**src/rtl/rw_write_engine.sv**
```systemverilog
// rw_write_engine: RW write-back stage issuing sized/strobed data-array writes, tracking credits, returning unlocks and finish entries.
// Optional statistics counters are built when RW_WRITE_ENGINE_STATS_EN is defined.

module rw_we_fifo #(
    parameter int WIDTH     = 8,
    parameter int LOG_DEPTH = 1
) (
    input  logic             clk,
    input  logic             rstn,
    input  logic             push,
    input  logic             pop,
    input  logic [WIDTH-1:0] din,
    output logic [WIDTH-1:0] dout,
    output logic             full,
    output logic             empty
);
    localparam int DEPTH = 1 << LOG_DEPTH;

    logic [WIDTH-1:0]     mem [DEPTH];
    logic [LOG_DEPTH-1:0] wr_ptr;
    logic [LOG_DEPTH-1:0] rd_ptr;
    logic [LOG_DEPTH:0]   count;
    logic                 do_push;
    logic                 do_pop;

    assign full    = (count == (LOG_DEPTH+1)'(DEPTH));
    assign empty   = (count == '0);
    assign do_pop  = pop & ~empty;
    assign do_push = push & (~full | do_pop);
    assign dout    = mem[rd_ptr];

    always_ff @(posedge clk or negedge rstn) begin
        if (!rstn) begin
            wr_ptr <= '0;
            rd_ptr <= '0;
            count  <= '0;
        end else begin
            if (do_push) wr_ptr <= wr_ptr + 1'b1;
            if (do_pop)  rd_ptr <= rd_ptr + 1'b1;
            case ({do_push, do_pop})
                2'b10:   count <= count + 1'b1;
                2'b01:   count <= count - 1'b1;
                default: count <= count;
            endcase
        end
    end

    always_ff @(posedge clk) begin
        if (do_push) mem[wr_ptr] <= din;
    end
endmodule

module rw_write_engine #(
    parameter int LOG_RW_WIDTH     = 2,
    parameter int THREAD_W         = 4,
    parameter int SLOT_W           = 6,
    parameter int WFIFO_LOG_DEPTH  = 1,
    parameter int FINISH_LOG_DEPTH = 1,
    parameter int MAX_OUTSTANDING  = 8
) (
    input  logic                         clk,
    input  logic                         rstn,
    input  logic                         in_valid,
    output logic                         in_ready,
    input  logic                         in_is_restore,
    input  logic                         in_wr_en,
    input  logic [31:0]                  in_addr,
    input  logic [2:0]                   in_size,
    input  logic [(8<<LOG_RW_WIDTH)-1:0] in_data,
    input  logic [THREAD_W-1:0]          in_thread,
    input  logic [SLOT_W-1:0]            in_slot,
    output logic                         wvalid,
    input  logic                         wready,
    output logic [31:0]                  waddr,
    output logic [511:0]                 wdata,
    output logic [63:0]                  wstrb,
    output logic [THREAD_W-1:0]          wid,
    input  logic                         bvalid,
    output logic                         bready,
    input  logic [THREAD_W-1:0]          bid,
    output logic                         unlock_valid,
    output logic [THREAD_W-1:0]          unlock_thread,
    output logic                         finish_valid,
    input  logic                         finish_ready,
    output logic [SLOT_W-1:0]            finish_slot,
    output logic                         finish_is_restore,
    output logic [7:0]                   outstanding,
    output logic                         err_misaligned,
    output logic                         err_spurious_b,
    output logic                         err_bad_size
`ifdef RW_WRITE_ENGINE_STATS_EN
    ,
    input  logic [2:0]                   stat_sel,
    output logic [31:0]                  stat_data
`endif
);
    localparam int WF_W = 32 + 512 + 64 + THREAD_W;
    localparam int FF_W = SLOT_W + 1;

    logic                w_task;
    logic                accept;
    logic                push_w;
    logic                imm_req;
    logic                credit_ok;
    logic                b_pop;
    logic                b_live;
    logic                misaligned;
    logic                wf_full, wf_empty;
    logic                ff_full, ff_empty;
    logic                bf_full, bf_empty;
    logic [2:0]          s;
    logic [31:0]         fmt_addr;
    logic [511:0]        fmt_data;
    logic [63:0]         fmt_strb;
    logic [WF_W-1:0]     wf_dout;
    logic [FF_W-1:0]     ff_dout;
    logic [THREAD_W-1:0] bf_dout;

    assign w_task     = in_is_restore | in_wr_en;
    assign credit_ok  = outstanding < 8'(MAX_OUTSTANDING);
    assign in_ready   = rstn & in_valid & ~ff_full & (~w_task | (~wf_full & credit_ok));
    assign accept     = in_ready;
    assign push_w     = accept & w_task;
    assign imm_req    = accept & ~w_task;
    // Immediate unlocks own the unlock port; the B FIFO head waits behind them.
    assign b_pop      = ~imm_req & ~bf_empty;
    assign b_live     = b_pop & (outstanding != 8'd0);
    assign misaligned = |(in_addr & ((32'd1 << in_size) - 32'd1));
    assign bready     = rstn & ~bf_full;

    always_comb begin
        s        = (in_size > 3'(LOG_RW_WIDTH)) ? 3'(LOG_RW_WIDTH) : in_size;
        fmt_addr = in_addr & ~((32'd1 << s) - 32'd1);
        fmt_data = '0;
        fmt_strb = '0;
        for (int i = 0; i < 64; i++) begin
            fmt_data[i*8 +: 8] = 8'(in_data >> (8 * (i & ((1 << s) - 1))));
            fmt_strb[i]        = ((i >> s) == (int'(fmt_addr[5:0]) >> s));
        end
    end

    rw_we_fifo #(.WIDTH(WF_W), .LOG_DEPTH(WFIFO_LOG_DEPTH)) u_wfifo (
        .clk   (clk),
        .rstn  (rstn),
        .push  (push_w),
        .pop   (wready),
        .din   ({fmt_addr, fmt_data, fmt_strb, in_thread}),
        .dout  (wf_dout),
        .full  (wf_full),
        .empty (wf_empty)
    );

    rw_we_fifo #(.WIDTH(FF_W), .LOG_DEPTH(FINISH_LOG_DEPTH)) u_ffifo (
        .clk   (clk),
        .rstn  (rstn),
        .push  (accept),
        .pop   (finish_ready),
        .din   ({in_slot, in_is_restore}),
        .dout  (ff_dout),
        .full  (ff_full),
        .empty (ff_empty)
    );

    rw_we_fifo #(.WIDTH(THREAD_W), .LOG_DEPTH(1)) u_bfifo (
        .clk   (clk),
        .rstn  (rstn),
        .push  (bvalid & bready),
        .pop   (b_pop),
        .din   (bid),
        .dout  (bf_dout),
        .full  (bf_full),
        .empty (bf_empty)
    );

    assign wvalid            = ~wf_empty;
    assign waddr             = wvalid ? wf_dout[WF_W-1 -: 32] : '0;
    assign wdata             = wvalid ? wf_dout[THREAD_W+64 +: 512] : '0;
    assign wstrb             = wvalid ? wf_dout[THREAD_W +: 64] : '0;
    assign wid               = wvalid ? wf_dout[THREAD_W-1:0] : '0;
    assign finish_valid      = ~ff_empty;
    assign finish_slot       = finish_valid ? ff_dout[FF_W-1:1] : '0;
    assign finish_is_restore = finish_valid & ff_dout[0];

    always_ff @(posedge clk or negedge rstn) begin
        if (!rstn) begin
            outstanding    <= '0;
            unlock_valid   <= 1'b0;
            unlock_thread  <= '0;
            err_misaligned <= 1'b0;
            err_spurious_b <= 1'b0;
            err_bad_size   <= 1'b0;
        end else begin
            outstanding   <= outstanding + {7'd0, push_w} - {7'd0, b_live};
            unlock_valid  <= imm_req | b_live;
            unlock_thread <= imm_req ? in_thread : (b_live ? bf_dout : '0);
            if (accept && misaligned)                      err_misaligned <= 1'b1;
            if (accept && (in_size > 3'(LOG_RW_WIDTH)))    err_bad_size   <= 1'b1;
            if (b_pop && (outstanding == 8'd0))            err_spurious_b <= 1'b1;
        end
    end

`ifdef RW_WRITE_ENGINE_STATS_EN
    logic [31:0] stat_cnt [6];
    logic [5:0]  stat_inc;

    // Stall causes are exclusive, attributed in finish -> wfifo -> credit order.
    assign stat_inc[0] = accept;
    assign stat_inc[1] = ~in_valid;
    assign stat_inc[2] = in_valid & ~ff_full & w_task & ~wf_full & ~credit_ok;
    assign stat_inc[3] = in_valid & ~ff_full & w_task & wf_full;
    assign stat_inc[4] = in_valid & ff_full;
    assign stat_inc[5] = wvalid & wready;

    always_ff @(posedge clk or negedge rstn) begin
        if (!rstn) begin
            for (int k = 0; k < 6; k++) stat_cnt[k] <= '0;
            stat_data <= '0;
        end else begin
            for (int k = 0; k < 6; k++) begin
                if (stat_inc[k] && (stat_cnt[k] != '1)) stat_cnt[k] <= stat_cnt[k] + 32'd1;
            end
            stat_data <= (stat_sel < 3'd6) ? stat_cnt[stat_sel] : '0;
        end
    end
`endif
endmodule
```
**config.mk**
```make
export PLATFORM = sky130hd
export DESIGN_NAME = rw_write_engine
export DESIGN_NICKNAME = d
export VERILOG_FILES = /design/src/rtl/rw_write_engine.sv
export SDC_FILE = /design/constraint.sdc
export NUM_CORES = 1
export LEC_CHECK = 0
export CORE_AREA = 3 3 283 285
export DETAILED_ROUTE_END_ITERATION = 8
export DIE_AREA = 0 0 286 288
export PLACE_DENSITY = 0.91
export SYNTH_ARGS = -nofsm -noshare
export SYNTH_HDL_FRONTEND = slang
export SYNTH_SLANG_ARGS = --single-unit
export TNS_END_PERCENT = 100
```
**constraint.sdc**
```tcl
create_clock -name clk -period 30.2 [get_ports clk]
set_input_delay 7.55 -clock clk [delete_from_list [all_inputs] [get_ports clk]]
set_output_delay 7.55 -clock clk [all_outputs]
set_load 0.01 [all_outputs]
```
* Word-level counts from Yosys, hierarchy flattened
Memory sizes are Yosys's and may differ from the RTL's.
Index checks and enable logic that the tools add are counted.
** Storage, ports and cells
- Register bits :: 28
- RAM bits :: 1246
- Bits of input ports :: 89
- Output and inout port bits :: 639
- Logic and storage cells :: 303
- Memories kept :: 3
** Memory list
- u_wfifo.mem :: words 2, width 612, rd ports 1, clocked after memory_dff 0, wr ports 1, line 19 : logic [WIDTH-1:0] mem [DEPTH];
- u_ffifo.mem :: words 2, width 7, rd ports 1, clocked after memory_dff 0, wr ports 1, line 19
- u_bfifo.mem :: words 2, width 4, rd ports 1, clocked after memory_dff 0, wr ports 1, line 19
** Cells by class
- $add $sub $neg :: 17
- $lt $le $gt $ge :: 2
- Equal/unequal tests :: 73
- Shift operators :: 130
- Multiplexer cells :: 17
- Bitwise logic cells :: 34
- Reduce and logical (&&, ||, !) cells :: 12
** Operators with widths (count)
- $eq A32 B32 Y1 :: 64
- $shr A32 B9 Y8 :: 32
- $shr A6 B3 Y32 const A :: 32
- $mux W512 :: 1
- $shr A32 B8 Y8 :: 16
- $shr A5 B3 Y32 const A :: 16
- $shr A32 B7 Y8 :: 8
- $shr A4 B3 Y32 const A :: 8
- $shr A3 B3 Y32 const A :: 4
- $shr A32 B6 Y8 :: 4
- $and A32 B32 Y32 :: 2
- $mux W64 :: 1
- $shl A1 B3 Y32 const A :: 2
- $shr A1 B3 Y32 const A :: 2
- $shr A2 B3 Y32 const A :: 2
- $shr A32 B5 Y8 :: 2
- $sub A32 B1 Y32 const B :: 2
- $mux W32 :: 1
- $not A32 Y32 :: 1
- $reduce_or A32 Y1 :: 1
- $shr A32 B4 Y8 :: 1
- $shr A6 B3 Y32 :: 1
- $and A1 B1 Y1 :: 17
- $eq A2 B2 Y1 const B :: 6
- other kinds (21) :: 59

* Logic depth before layout (Yosys ltp)
- Depth after elaboration :: 13
- Mapped depth :: 16
- Mapped depth without buffers :: 15

* Cells and area by module
Synthesis repeated with hierarchy kept, for this count alone.
** Second synthesis, totals
- Cell total of the unflattened synthesis :: 3443
- Area total of the unflattened synthesis :: 54669.9 sq um
** Modules (own cells, without submodules)
- rw_we_fifo at u_wfifo :: times used 1, cells an instance 1928, area an instance 44605.3 sq um, seq. area each 36855.3 sq um
- rw_write_engine :: times used 1, cells an instance 1443, area an instance 8839.7 sq um, seq. area each 400.4 sq um
- rw_we_fifo at u_ffifo :: times used 1, cells an instance 41, area an instance 721.9 sq um, seq. area each 520.5 sq um
- rw_we_fifo at u_bfifo :: times used 1, cells an instance 31, area an instance 503.0 sq um, seq. area each 340.3 sq um

* Worst setup path before layout
No wires, ideal clock.
- Path kind :: input -> register
- Start point :: input port rstn
- End point :: memory u_wfifo.mem[0][0] (netlist bit), enable pin
- Setup time :: 1236 ps
- Arrival :: 26035 ps
- Data required time :: 28964 ps
- Path slack :: 2930 ps
- Stages :: 4
- Buffers on the path :: 1
- Cells stage by stage :: o211ai_1 or3_1 clkbuf_1 nor2_1
** On the way
- Word-level cells in the longest chain between the ends :: 7
** RTL lines
- start, declared :: line 62 : input logic rstn,
- $and A1 B1 Y1 (3 in series) :: line 121 : assign in_ready = rstn & in_valid & ~ff_full & (~w_task | (~wf_full & credit_ok));
- $and A1 B1 Y1 :: line 123 : assign push_w = accept & w_task;
- $and A1 B1 Y1 :: line 29 : assign do_push = push & (~full | do_pop);
- $mux W1 :: line 49 : if (do_push) mem[wr_ptr] <= din;
- $mux W1 (implied by the code) :: line 49
- end, declared :: line 19
Every way passes these cells.

* Worst setup path in the final report
- Start point :: input port rstn
- End point :: output port in_ready
** On the way
- Word-level cells in the longest chain between the ends :: 3
** RTL lines
- $and A1 B1 Y1 (3 in series) :: line 121
- end, declared :: line 64 : output logic in_ready,
Every way passes these cells.

==> run metrics <==
full die area=82,400 um^2; DRC violations left=0; # hold bufs at CTS=0; Worst Tran Pin Value=1250 ps; Root Buffer=clkbuf_16; Cell Area, Synth=40,300 um^2; top_reg_cell synth=edfxtp_1; Starting Density=51.9%; Comb pwr share=43.9%; Post-synth ARST share=3.06%; maximum vdd drop=92.7 uV; Leak=18.3 nW; GRT overflow=0; hold depth=1; post-CTS setup buffers=0; Clk pwr share=23.7%; fin nets=3,467; largest net degree at the start of global routing=164; critical path arrival=9570 ps; clock sink total=914; outcome=completed; worst setup path endpoint=in_ready; crit path max-delay cell type=clkdlybuf4s50_1; Max-cap violations=0; first-pass GRT wire length=166,000 um; hold_sp=u_ffifo.wr_ptr$_DFFE_PN0P_; DRT Pass-1 Iters=5; Buf+Inv Stages, Crit Path=4; DP Area=46,800 um^2; core area=77,600 um^2; RSZ-0062 raised after global routing=no; Area Growth Syn to Fin=23.5%; Reg2Reg Setup Slack=25,010 ps; HPWL Detailed=75,700 um; worst rel slew slack=16.4%; via count=25,200; syn avg cell area=13.9 um^2; # setup viols final=0; Worst R2R Start=outstanding[5]$_DFF_PN0_; EDFF count, synth=886; Cell variety after synth=77; post-place setup slack=13,090 ps; Fmax=0.0584 GHz; Crit Path Class=input pin to primary output; setup TNS=0 ps; Core Rows=102; Synth Instances=2,891; final-report hold violation count=0; Yosys top cell area share=66.1%; Min-Delay Path Class=register to register; switching portion of total power=34.3%; Yosys top cell by area=edfxtp_1; top post-synthesis cells by count=886 x edfxtp_1, 516 x nor2_1, 454 x mux2i_1; Net Sw Power=1.61 mW; clock tree buffer depth=3; overall die width=286 um; critical path peak fanout=31; synth top area cells=edfxtp_1 66%, mux2i_1 11%, nor2_1 4.8%; Layout Skew=22.7 ps; Max Slew Vio Count=0; Mapped Nets=3,003; Largest delay share family, worst path=buffers and inverters; CTS tree=yes; initial antenna violation count=8; Fill cells=5,340; Inserted Clock Buffers=95; most frequent CP cell=clkdlybuf4s50_1; post-route ant nets=0; post-cts sizing count=0; Port Buffers=727; GRT Util Overall=27.4%; crit-path max cell delay=560 ps; most common cell in the netlist=edfxtp_1; Worst-Skew Late Latency=650 ps; startpoint types=input pin; # H-tree levels=3; Yosys reg bits=914; sequential power share=32.3%; YS warnings=0; Overall Power=4.70 mW; Worst-path clk slew=60 ps; Worst Reg-to-Reg Cells=10; Cell Int Power=3.09 mW; Worst setup EP type=primary output; WP data required=22,650 ps; Total Routed Length=116,000 um; vias in the first global route=25,300; DIE HEIGHT=288 um; routed len/inst=26.0 um; Seq/Total Area, Yosys=67.8%; starting DRC count in detailed routing=2,412; post-route setup slack=13,080 ps; WP depth=6; min Tclk post-route=17,120 ps; Power Density=94.5 nW/um^2; CP Cell Sequence=clkdlybuf4s50_1 -> buf_4 -> o211ai_1 -> a21o_1 -> inv_1 -> clkdlybuf4s50_1; fraction of layout instances using a drive strength above 1=7.58%; io pins=728; Vias/cell=5.63; Crit. Startpoint=rstn; global placer's final weighted congestion=0.846; final instance area=49,700 um^2; Util after Layout=64.1%; RR Endpoint=u_wfifo.mem[1][84]$_DFFE_PP_; fin crit share=56.7%
==> cell families after synthesis <==
logic type / share of synthesized area, %
flops: 67.8
simple gates: 9.05
mux: 12.7
buf+inv: 6.28
compound gates: 2.59
xor+xnor: 0.867
fa+ha+maj: 0.733
other cells: 0.00931
==> through the flow <==
| stage | hold WS [ps] | std cells |
|---|---|---|
| after CTS | 498 | 4471 |
| after detailed placement | 489 | 4298 |
| final | 508 | 4475 |
| after floorplan | 459 | 2891 |
| after global routing | 532 | 4473 |
| after global placement | 480 | 4298 |
==> power by group through the flow <==
| stage | registers (mW) | clock network (mW) | logic (mW) |
|---|---|---|---|
| 3_3_place_gp | 1.54 | 0 | 2.02 |
| 6_report | 1.52 | 1.12 | 2.06 |
| 2_1_floorplan | 1.56 | 0 | 1.11 |
| 5_1_grt | 1.53 | 1.18 | 2.17 |
| 3_5_place_dp | 1.54 | 0 | 2.06 |
| 4_1_cts | 1.52 | 1.13 | 2.07 |
==> worst register-to-register path, stage by stage (launching register included) <==
cell,delay (ps)
dfrtp_1,400
inv_1,90
ha_1,180
inv_1,40
o21ai_0,180
nand3_1,160
or3_1,550
nor2_4,580
buf_4,880
buf_4,740
buf_4,1000
==> layout by cell type, fill, tap and decap left out, types with 7 or more instances in the layout <==
master / count
o21ai_1: 7
mux2i_1: 454
xor2_1: 14
buf_4: 36
nor2b_1: 125
a21oi_1: 27
clkinv_2: 18
clkinv_1: 21
nand2_1: 129
nor2_1: 513
clkdlybuf4s50_1: 723
clkbuf_16: 96
nand3_1: 10
dfrtp_1: 27
mux2_2: 48
nor3_1: 14
clkbuf_1: 17
xnor2_1: 24
a22o_1: 13
inv_1: 25
nand2b_1: 7
o21ai_0: 44
edfxtp_1: 886
ha_1: 21
==> metal layers <==
layer	global-route usage, %	up-vias	wire length, um
met5	0	-	36
met4	12.5	6	5640
met3	5.68	266	8940
met2	46.4	1273	58300
met1	34.0	12600	43300
li1	-	11000	-
==> registers in the layout, indices dropped and copies added, names as in the netlist <==
name / flops
u_bfifo.rd_ptr: 1
unlock_thread: 4
u_bfifo.wr_ptr: 1
u_ffifo.wr_ptr: 1
u_ffifo.mem: 14
unlock_valid: 1
u_wfifo.rd_ptr: 1
u_wfifo.wr_ptr: 1
err_bad_size: 1
u_ffifo.rd_ptr: 1
u_wfifo.count: 2
err_spurious_b: 1
u_bfifo.mem: 8
outstanding: 8
u_bfifo.count: 2
err_misaligned: 1
u_ffifo.count: 2
u_wfifo.mem: 864
==> worst min path at each step <==
stage                              endpoint  slack [ps]
6_report         u_ffifo.wr_ptr$_DFFE_PN0P_         510
5_1_grt          u_ffifo.wr_ptr$_DFFE_PN0P_         530
3_5_place_dp     u_ffifo.wr_ptr$_DFFE_PN0P_         490
4_1_cts          u_ffifo.wr_ptr$_DFFE_PN0P_         500
2_1_floorplan  u_bfifo.count[1]$_DFFE_PN0P_         460
3_3_place_gp     err_misaligned$_DFFE_PN0P_         480
==> final cells by class <==
type / instances / area (um^2) / share of cell area [%]
clock inverter: 60 / 495 / 0.996
sequential: 914 / 27300 / 54.9
timing repair buffer: 766 / 7590 / 15.3
inverter: 28 / 110 / 0.221
tap: 1040 / 1300 / 2.62
antenna: 4 / 10.0 / 0.0201
multi-input combinational: 1550 / 10500 / 21.0
clock buffer: 113 / 2470 / 4.96
No activity file was read; power rests on OpenSTA's default activity.
